File: config.mk
export PLATFORM = sky130hd
export DESIGN_NAME = beat_detector
export DESIGN_NICKNAME = d
export VERILOG_FILES = /design/src/rtl/beat_detector_pkg.sv /design/src/rtl/moving_avg.sv /design/src/rtl/beat_detector.sv
export SDC_FILE = /design/constraint.sdc
export NUM_CORES = 1
export LEC_CHECK = 0
export CAP_MARGIN = 15
export CORE_UTILIZATION = 55
export CTS_BUF_LIST = sky130_fd_sc_hd__clkbuf_8
export CTS_CLUSTER_DIAMETER = 30
export CTS_CLUSTER_SIZE = 10
export DETAILED_ROUTE_END_ITERATION = 10
export PLACE_DENSITY = 0.78
export SLEW_MARGIN = 30
export SYNTH_ARGS = -nofsm -noshare
export SYNTH_HDL_FRONTEND = slang
export SYNTH_SLANG_ARGS = --single-unit
File: constraint.sdc
create_clock -name clk -period 5.1 [get_ports clk]
set_input_delay 0.765 -clock clk [delete_from_list [all_inputs] [get_ports clk]]
set_output_delay 0.765 -clock clk [all_outputs]
set_load 0.01 [all_outputs]
File: src/rtl/beat_detector_pkg.sv
// Shared constants for the beat detection path: sample/interval widths and FSM states.
// NBIT is the stream sample width used by data_rom and every downstream stage.
package beat_detector_pkg;

    localparam int NBIT = 12;
    localparam int IBIT = 16;

    typedef enum logic [2:0] {
        IDLE    = 3'd0,
        ARMED   = 3'd1,
        PEAK    = 3'd2,
        REFRACT = 3'd3,
        DONE    = 3'd4
    } beat_state_e;

    function automatic logic [IBIT-1:0] sat_inc(input logic [IBIT-1:0] v);
        return (&v) ? v : v + IBIT'(1);
    endfunction

endpackage

File: src/rtl/moving_avg.sv
// Power-of-two moving average: shift window, running sum, registered average.
// avg_valid pulses one cycle after each accepted sample once the window has filled.
module moving_avg #(
    parameter int NBIT     = 12,
    parameter int LOG2_WIN = 2
) (
    input  logic            clk,
    input  logic            rst,
    input  logic            in_valid,
    input  logic [NBIT-1:0] in_data,
    output logic            avg_valid,
    output logic [NBIT-1:0] avg
);

    localparam int WIN = 1 << LOG2_WIN;
    localparam int SW  = NBIT + LOG2_WIN;
    localparam int FW  = LOG2_WIN + 1;
    localparam logic [FW-1:0] FILL_FULL = FW'(WIN);
    localparam logic [FW-1:0] FILL_LAST = FW'(WIN - 1);

    logic [NBIT-1:0] win_q [WIN];
    logic [NBIT-1:0] win_d [WIN];
    logic [SW-1:0]   sum_q, sum_d;
    logic [FW-1:0]   fill_q, fill_d;
    logic [NBIT-1:0] avg_q, avg_d;
    logic            avg_valid_q, avg_valid_d;

    always_comb begin
        win_d       = win_q;
        sum_d       = sum_q;
        fill_d      = fill_q;
        avg_d       = avg_q;
        avg_valid_d = 1'b0;
        if (in_valid) begin
            // The sum always contains the oldest entry, so this never underflows.
            sum_d    = sum_q + SW'(in_data) - SW'(win_q[WIN-1]);
            win_d[0] = in_data;
            for (int i = 1; i < WIN; i++) win_d[i] = win_q[i-1];
            if (fill_q != FILL_FULL) fill_d = fill_q + FW'(1);
            avg_d       = NBIT'(sum_d >> LOG2_WIN);
            avg_valid_d = (fill_q >= FILL_LAST);
        end
    end

    always_ff @(posedge clk or posedge rst) begin
        if (rst) begin
            for (int i = 0; i < WIN; i++) win_q[i] <= '0;
            sum_q       <= '0;
            fill_q      <= '0;
            avg_q       <= '0;
            avg_valid_q <= 1'b0;
        end else begin
            win_q       <= win_d;
            sum_q       <= sum_d;
            fill_q      <= fill_d;
            avg_q       <= avg_d;
            avg_valid_q <= avg_valid_d;
        end
    end

    assign avg       = avg_q;
    assign avg_valid = avg_valid_q;

endmodule

File: src/rtl/beat_detector.sv
// Peak detector on the smoothed sample stream; reports inter-beat interval in samples.
// Define BEAT_AVG_EN to average the last four intervals onto interval_avg.
module beat_detector
    import beat_detector_pkg::*;
#(
    parameter int LOG2_WIN    = 2,
    parameter int THRESH      = 2048,
    parameter int HYST        = 128,
    parameter int REFRACT_LEN = 50
) (
    input  logic            clk,
    input  logic            rst,
    input  logic            sample_valid,
    input  logic [NBIT-1:0] sample_in,
    input  logic            over_in,
    output logic            beat,
    output logic [IBIT-1:0] interval,
    output logic [IBIT-1:0] interval_avg,
    output logic [15:0]     beat_count,
    output logic            done
);

    localparam logic [NBIT-1:0] TH_HI = NBIT'(THRESH);
    localparam logic [NBIT-1:0] TH_LO = NBIT'(THRESH - HYST);
    localparam int              RBIT  = $clog2(REFRACT_LEN + 1);
    localparam logic [RBIT-1:0] RLAST = RBIT'(REFRACT_LEN - 1);

    beat_state_e     state_q, state_d;
    logic [NBIT-1:0] peak_max_q, peak_max_d;
    logic [IBIT-1:0] ref_age_q, ref_age_d;
    logic [IBIT-1:0] cand_age_q, cand_age_d;
    logic [IBIT-1:0] pk_dist_q, pk_dist_d;
    logic            have_ref_q, have_ref_d;
    logic [RBIT-1:0] refr_q, refr_d;
    logic            beat_q, beat_d;
    logic [IBIT-1:0] interval_q, interval_d;
    logic [15:0]     beat_count_q, beat_count_d;
    logic            done_q, done_d;
    logic [IBIT-1:0] ref_now, cand_now;

    logic            ma_in_valid;
    logic            avg_valid;
    logic [NBIT-1:0] avg;

    assign ma_in_valid = sample_valid & ~over_in & (state_q != DONE);

    moving_avg #(.NBIT(NBIT), .LOG2_WIN(LOG2_WIN)) u_avg (
        .clk       (clk),
        .rst       (rst),
        .in_valid  (ma_in_valid),
        .in_data   (sample_in),
        .avg_valid (avg_valid),
        .avg       (avg)
    );

    // Ages are distances of the current averaged sample from the reference peak and
    // from the open candidate peak; interval is snapshotted when the candidate moves.
    always_comb begin
        state_d      = state_q;
        peak_max_d   = peak_max_q;
        ref_age_d    = ref_age_q;
        cand_age_d   = cand_age_q;
        pk_dist_d    = pk_dist_q;
        have_ref_d   = have_ref_q;
        refr_d       = refr_q;
        beat_d       = 1'b0;
        interval_d   = interval_q;
        beat_count_d = beat_count_q;
        done_d       = done_q;
        ref_now      = sat_inc(ref_age_q);
        cand_now     = sat_inc(cand_age_q);
        if (over_in) begin
            state_d = DONE;
            done_d  = 1'b1;
        end else if (avg_valid) begin
            ref_age_d  = ref_now;
            cand_age_d = cand_now;
            case (state_q)
                IDLE: state_d = ARMED;
                ARMED: begin
                    if (avg >= TH_HI) begin
                        state_d    = PEAK;
                        peak_max_d = avg;
                        pk_dist_d  = ref_now;
                        cand_age_d = '0;
                    end
                end
                PEAK: begin
                    if (avg > peak_max_q) begin
                        peak_max_d = avg;
                        pk_dist_d  = ref_now;
                        cand_age_d = '0;
                    end else if (avg < TH_LO) begin
                        ref_age_d  = cand_now;
                        have_ref_d = 1'b1;
                        if (have_ref_q) begin
                            beat_d       = 1'b1;
                            interval_d   = pk_dist_q;
                            beat_count_d = beat_count_q + 16'd1;
                            refr_d       = '0;
                            state_d      = REFRACT;
                        end else begin
                            state_d = ARMED;
                        end
                    end
                end
                REFRACT: begin
                    if (refr_q == RLAST) state_d = ARMED;
                    else                 refr_d  = refr_q + RBIT'(1);
                end
                default: ;
            endcase
        end
    end

    always_ff @(posedge clk or posedge rst) begin
        if (rst) begin
            state_q      <= IDLE;
            peak_max_q   <= '0;
            ref_age_q    <= '0;
            cand_age_q   <= '0;
            pk_dist_q    <= '0;
            have_ref_q   <= 1'b0;
            refr_q       <= '0;
            beat_q       <= 1'b0;
            interval_q   <= '0;
            beat_count_q <= '0;
            done_q       <= 1'b0;
        end else begin
            state_q      <= state_d;
            peak_max_q   <= peak_max_d;
            ref_age_q    <= ref_age_d;
            cand_age_q   <= cand_age_d;
            pk_dist_q    <= pk_dist_d;
            have_ref_q   <= have_ref_d;
            refr_q       <= refr_d;
            beat_q       <= beat_d;
            interval_q   <= interval_d;
            beat_count_q <= beat_count_d;
            done_q       <= done_d;
        end
    end

    assign beat       = beat_q;
    assign interval   = interval_q;
    assign beat_count = beat_count_q;
    assign done       = done_q;

`ifdef BEAT_AVG_EN
    logic [IBIT-1:0] hist_q [4];
    logic [IBIT-1:0] hist_d [4];
    logic [IBIT+1:0] hsum_q, hsum_d;
    logic [2:0]      hcnt_q, hcnt_d;
    logic [IBIT-1:0] iavg_q, iavg_d;

    // Three entries divide by four, as if the missing slot held zero.
    always_comb begin
        hist_d = hist_q;
        hsum_d = hsum_q;
        hcnt_d = hcnt_q;
        iavg_d = iavg_q;
        if (beat_d) begin
            hsum_d    = hsum_q + (IBIT+2)'(interval_d) - (IBIT+2)'(hist_q[3]);
            hist_d[0] = interval_d;
            for (int i = 1; i < 4; i++) hist_d[i] = hist_q[i-1];
            if (hcnt_q != 3'd4) hcnt_d = hcnt_q + 3'd1;
            case (hcnt_d)
                3'd1:    iavg_d = IBIT'(hsum_d);
                3'd2:    iavg_d = IBIT'(hsum_d >> 1);
                default: iavg_d = IBIT'(hsum_d >> 2);
            endcase
        end
    end

    always_ff @(posedge clk or posedge rst) begin
        if (rst) begin
            for (int i = 0; i < 4; i++) hist_q[i] <= '0;
            hsum_q <= '0;
            hcnt_q <= '0;
            iavg_q <= '0;
        end else begin
            hist_q <= hist_d;
            hsum_q <= hsum_d;
            hcnt_q <= hcnt_d;
            iavg_q <= iavg_d;
        end
    end

    assign interval_avg = iavg_q;
`else
    assign interval_avg = interval_q;
`endif

endmodule

### Word-level counts from Yosys, hierarchy flattened

Cells that the tools add are included.
W data, S select, Z words.

| storage, ports and cells | value |
|---|---|
| register bits after elaboration | 182 |
| latch bits | 0 |
| bits in writable memories | 0 |
| memory bits (read-only) | 0 |
| input port bits | 16 |
| output and inout port bits | 50 |
| word-level logic and storage cells | 98 |
| memories kept | 0 |

| operators by class | value |
|---|---|
| $add $sub $neg | 7 |
| multiply operators | 0 |
| divide/modulo/power cells | 0 |
| magnitude comparators | 4 |
| equality and inequality tests | 16 |
| shift operators | 0 |
| muxes and demuxes | 34 |
| bitwise operators | 4 |
| reductions and logical operators | 14 |

Operator list:

| cell | number |
|---|---|
| $mux W16 | 9 |
| $pmux W16 S2 | 2 |
| $add A16 B1 Y16 const B | 3 |
| $reduce_and A16 Y1 | 2 |
| $mux W12 | 2 |
| $mux W6 | 4 |
| $pmux W12 S2 | 1 |
| $mux W3 | 6 |
| $ne A3 B3 Y1 const B | 6 |
| $add A14 B12 Y14 | 1 |
| $sub A14 B12 Y14 | 1 |
| $ge A12 B12 Y1 const B | 1 |
| $gt A12 B12 Y1 | 1 |
| $lt A12 B11 Y1 const B | 1 |
| $ne A2 B2 Y1 const B | 6 |
| $pmux W3 S4 | 1 |
| $pmux W6 S2 | 1 |
| $reduce_and A6 Y1 | 2 |
| $reduce_and A5 Y1 | 2 |
| $mux W1 | 7 |
| $reduce_and A7 Y1 | 1 |
| $add A6 B1 Y6 const B | 1 |
| $eq A3 B2 Y1 const B | 2 |
| $eq A6 B6 Y1 const B | 1 |
| other kinds (10) | 15 |

### Depth between registers and ports, before layout

| logic depth | value |
|---|---|
| word-level depth | 6 |
| gate-level depth with buffers | 12 |
| depth with buffers taken out | 12 |

### By module

A second synthesis with hierarchy kept.

| second synthesis, totals | value |
|---|---|
| cell total of the unflattened synthesis | 934 |
| area, all modules | 9381.5 um^2 |

By module, submodules not included:

| module | instances | cells an instance | area each (um^2) | sequential area each (um^2) |
|---|---|---|---|---|
| beat_detector | 1 | 620 | 5833.1 | 2602.5 |
| moving_avg | 1 | 314 | 3548.4 | 1651.6 |

### Worst setup path after synthesis

OpenSTA, ideal clock, no wires.

| timing | value |
|---|---|
| path kind | input port to flip-flop |
| from | input port sample_in[1] |
| to | register u_avg.avg_q[10] (netlist: u_avg.avg[10]) |
| library setup time | 0.130 ns |
| data arrival time | 3.153 ns |
| data required time | 4.970 ns |
| setup slack | 1.817 ns |
| stages | 11 |
| buffers on the path | 0 |
| cells stage by stage | inv_1 > fa_1 > inv_1 > fa_1 > a21o_1 > a21o_1 > a211oi_1 > o2111ai_1 > o31ai_1 > xor2_1 > o21ai_1 |

| between the ends | value |
|---|---|
| longest elaborated chain between the ends | 2 |

RTL lines:

| what | RTL line | text |
|---|---|---|
| start: declaration | beat_detector.sv:14 | `input logic [NBIT-1:0] sample_in,` |
| $add A14 B12 Y14 | moving_avg.sv:36 | `sum_d = sum_q + SW'(in_data) - SW'(win_q[WIN-1]);` |
| $sub A14 B12 Y14 | moving_avg.sv:36 |  |
| end signal: assignment | moving_avg.sv:56 | `avg_q <= avg_d;` |
| end: declaration | moving_avg.sv:25 | `logic [NBIT-1:0] avg_q, avg_d;` |

Every way passes these cells.
A chain may end at the register's enable or synchronous reset.

### Worst setup path in the final report

Ends and elaborated chain as after synthesis.

==> results.json <==
{
  "final_core_util_pct": 63.8,
  "ys_ff_latch": 170,
  "power_frac_clock_pct": 31.5,
  "syn_area_sq_um": 9090,
  "endpoint_kind": "flip-flop",
  "cts_root_buffer": "clkbuf_8",
  "crit_end": "u_avg.avg[10]$_DFFE_PP0P_",
  "clock.fmax_ghz": 0.284,
  "dieHeight_um": 131,
  "cp.required_ps": 5420,
  "dp.cells": 1199,
  "pin_count": 66,
  "finalHoldWorstSlack_ps": 467,
  "clk_path_buf_depth": 2,
  "dieWidth_um": 131,
  "antenna_cells": 0,
  "wl_per_cell_um": 13.3,
  "clkSlewWorstSetupHoldPaths_ps": 80,
  "tightest_slew_ps": 794,
  "clock-sinks": 170,
  "drive_above_1_share_pct": 6.79,
  "final_area_sq_um": 10200,
  "die_area_sq_um": 17000,
  "area_growth_pct": 12.3,
  "place_worst_setup_slack_ps": 1110,
  "power_frac_comb_pct": 20.3,
  "crit_arrival_ps": 3840,
  "final_net_count": 1067,
  "p_leak_nw": 4.77,
  "synthTopCellsByArea": "dfrtp_1, nand2_1, ha_1",
  "swShare_pct": 29.7,
  "core_area_sq_um": 16000,
  "r2r_end": "u_avg.avg[10]$_DFFE_PP0P_",
  "place_area_sq_um": 9790,
  "firstDrtPassIters": 5,
  "start_kind": "input port",
  "port_buffers": 65,
  "avgViaCountPerCell": 5.37,
  "dp_hpwl_um": 11600,
  "p_switching_mw": 0.893,
  "h-tree-depth": 4,
  "fin_worst_skew_ps": 10.3,
  "synth-seq-area-share_pct": 46.8,
  "gp_congestion": 0.845,
  "pwr_density_cell_nw_per_um2": 294,
  "final_min_period_over_clock_period_pct": 69.0,
  "postCtsHoldBufs": 0,
  "rows": 46,
  "postSynth.asyncResetShare_pct": 100,
  "tritoncts.num_buffers": 17,
  "yosys-top-cells-count": "nand2_1, dfrtp_1, inv_1",
  "synth_most_common_cell": "nand2_1",
  "ir_drop_v": 0.000207,
  "critical_path_class": "input port to flip-flop",
  "multiInputGateArea_sq_um": 4260,
  "yosys_warnings": 0,
  "syn_nets": 1029,
  "cts_tree": "built",
  "wirelength_um": 16400,
  "grt_setup_unrepaired": "no",
  "overflow": 0,
  "slew_headroom_pct": 47.1,
  "r2r_slack_ps": 2050,
  "rr_worst_depth": 11,
  "drtIter0Drc": 345,
  "grt_pass1_wl_um": 29200,
  "nFillCells": 1356,
  "worstSetupStartpoint": "sample_in[1]",
  "grt_pass1_vias": 6338,
  "drv_slew": 0,
  "post-route-drc-count": 0,
  "regArea_sq_um": 4250,
  "cts.repair.resized": 0,
  "yosysTopAreaCellShare_pct": 46.8,
  "postCtsSetupBuffers": 0,
  "drv_cap": 0,
  "insertion_delay_ps": 460,
  "fin_cells": 1232,
  "seqPwrFrac_pct": 48.2,
  "ys_types": 66,
  "p_int_mw": 2.11,
  "critPathMaxFanout": 3,
  "synth_largest_area_cell": "dfrtp_1",
  "postSynthAreaPerCell_sq_um": 9.42,
  "final-setup-viol-count": 0,
  "p_total_mw": 3.01,
  "hold_viol": 0,
  "min_period_ps": 3520,
  "ys.flop_type": "dfrtp_1",
  "start_util_pct": 56.8,
  "grt_max_degree": 171,
  "setup_tns_ps": 0,
  "fin_ws_ps": 1580,
  "grtUsageTotal_pct": 21.6,
  "route.vias.total": 6610,
  "timing.rr.start": "u_avg.sum_q[1]$_DFFE_PP0P_",
  "status": "finished clean",
  "antenna_found_initial": 0,
  "ant_nets": 0,
  "syn_inst": 965,
  "hold_path.class": "flip-flop to flip-flop",
  "synth_edf_count": 0
}
cells in the final DEF, fill, tap and decap left out, types with 4 or more instances in the layout:
cell type,n
xnor2_1,31
clkdlybuf4s50_1,65
buf_4,5
and3_1,13
a211oi_1,4
and2_1,4
o21ai_0,60
ha_1,36
nand2_1,209
nand3_1,31
o21a_1,4
nand4_1,18
clkinv_4,4
mux2_1,11
clkbuf_8,18
a22o_1,8
a31oi_1,4
fa_1,12
xor2_1,22
a21oi_1,19
inv_1,74
a21o_1,12
mux2_2,12
mux2i_1,11
or3_1,5
nor2b_1,4
o21ai_1,24
o31ai_1,5
nor2_1,33
nand2b_1,6
nor3_1,13
dfrtp_1,170
worst min path at each step:
stage,from,to,slack [ps],cells after the start
6_report,done$_DFFE_PP0P_,done$_DFFE_PP0P_,470,1
5_1_grt,done$_DFFE_PP0P_,done$_DFFE_PP0P_,480,1
4_1_cts,done$_DFFE_PP0P_,done$_DFFE_PP0P_,470,1
3_5_place_dp,done$_DFFE_PP0P_,done$_DFFE_PP0P_,450,1
3_3_place_gp,u_avg.win_q[47]$_DFFE_PP0P_,u_avg.win_q[35]$_DFFE_PP0P_,450,2
2_1_floorplan,u_avg.win_q[12]$_DFFE_PP0P_,u_avg.win_q[0]$_DFFE_PP0P_,440,2
cell type report:
class,instances,share of cell area (%)
clock buffers,18,2.43
clock inverters,14,1.46
inverters,74,2.76
multi-input cells,667,41.7
flip-flops and latches,170,41.7
well taps,216,2.65
repair buffers,73,7.31
cell families (layout without fill, tap and decap cells):
kind of cell / after synthesis / after routing / synth area share (%)
fa+ha+maj: 48 / 48 / 7.60
xor+xnor: 53 / 53 / 5.11
flops: 170 / 170 / 46.8
buf+inv: 128 / 179 / 6.33
mux: 34 / 34 / 4.06
compound gates: 170 / 170 / 11.6
simple gates: 362 / 362 / 18.5
sequential cells by signal (all words and copies together) (netlist names), 3 cells and up:
name          count
interval         16
state_q           3
cand_age_q       16
u_avg.win_q      48
peak_max_q       12
refr_q            6
u_avg.fill_q      3
ref_age_q        16
u_avg.avg        12
beat_count       16
pk_dist_q        16
metal layers:
layer	vias to the layer above	part of all wire (%)	GRT usage, %
met4	0	1.7	7.98
met2	113	48	35.5
met5	-	0	0
met3	26	3.0	3.46
met1	3153	48	28.9
li1	3318	-	-
worst max-delay path: stages:
cell and delay (ps):
clkdlybuf4s50_1 450, inv_1 60, fa_1 530, inv_1 70
fa_1 460, a21o_1 200, a21o_1 210, a211oi_1 370
o2111ai_1 230, o31ai_1 270, xor2_1 170, o21ai_1 70
power groups by stage:
stage               clock network (mW)  logic (mW)  registers, mW
finish                           0.947       0.610           1.45
global route                      1.02       0.706           1.46
CTS                              0.971       0.613           1.45
detailed placement                   0       0.610           1.48
global placement                     0       0.588           1.47
floorplan                            0       0.489           1.46
Note: power is estimated with default switching activity, not from simulation.
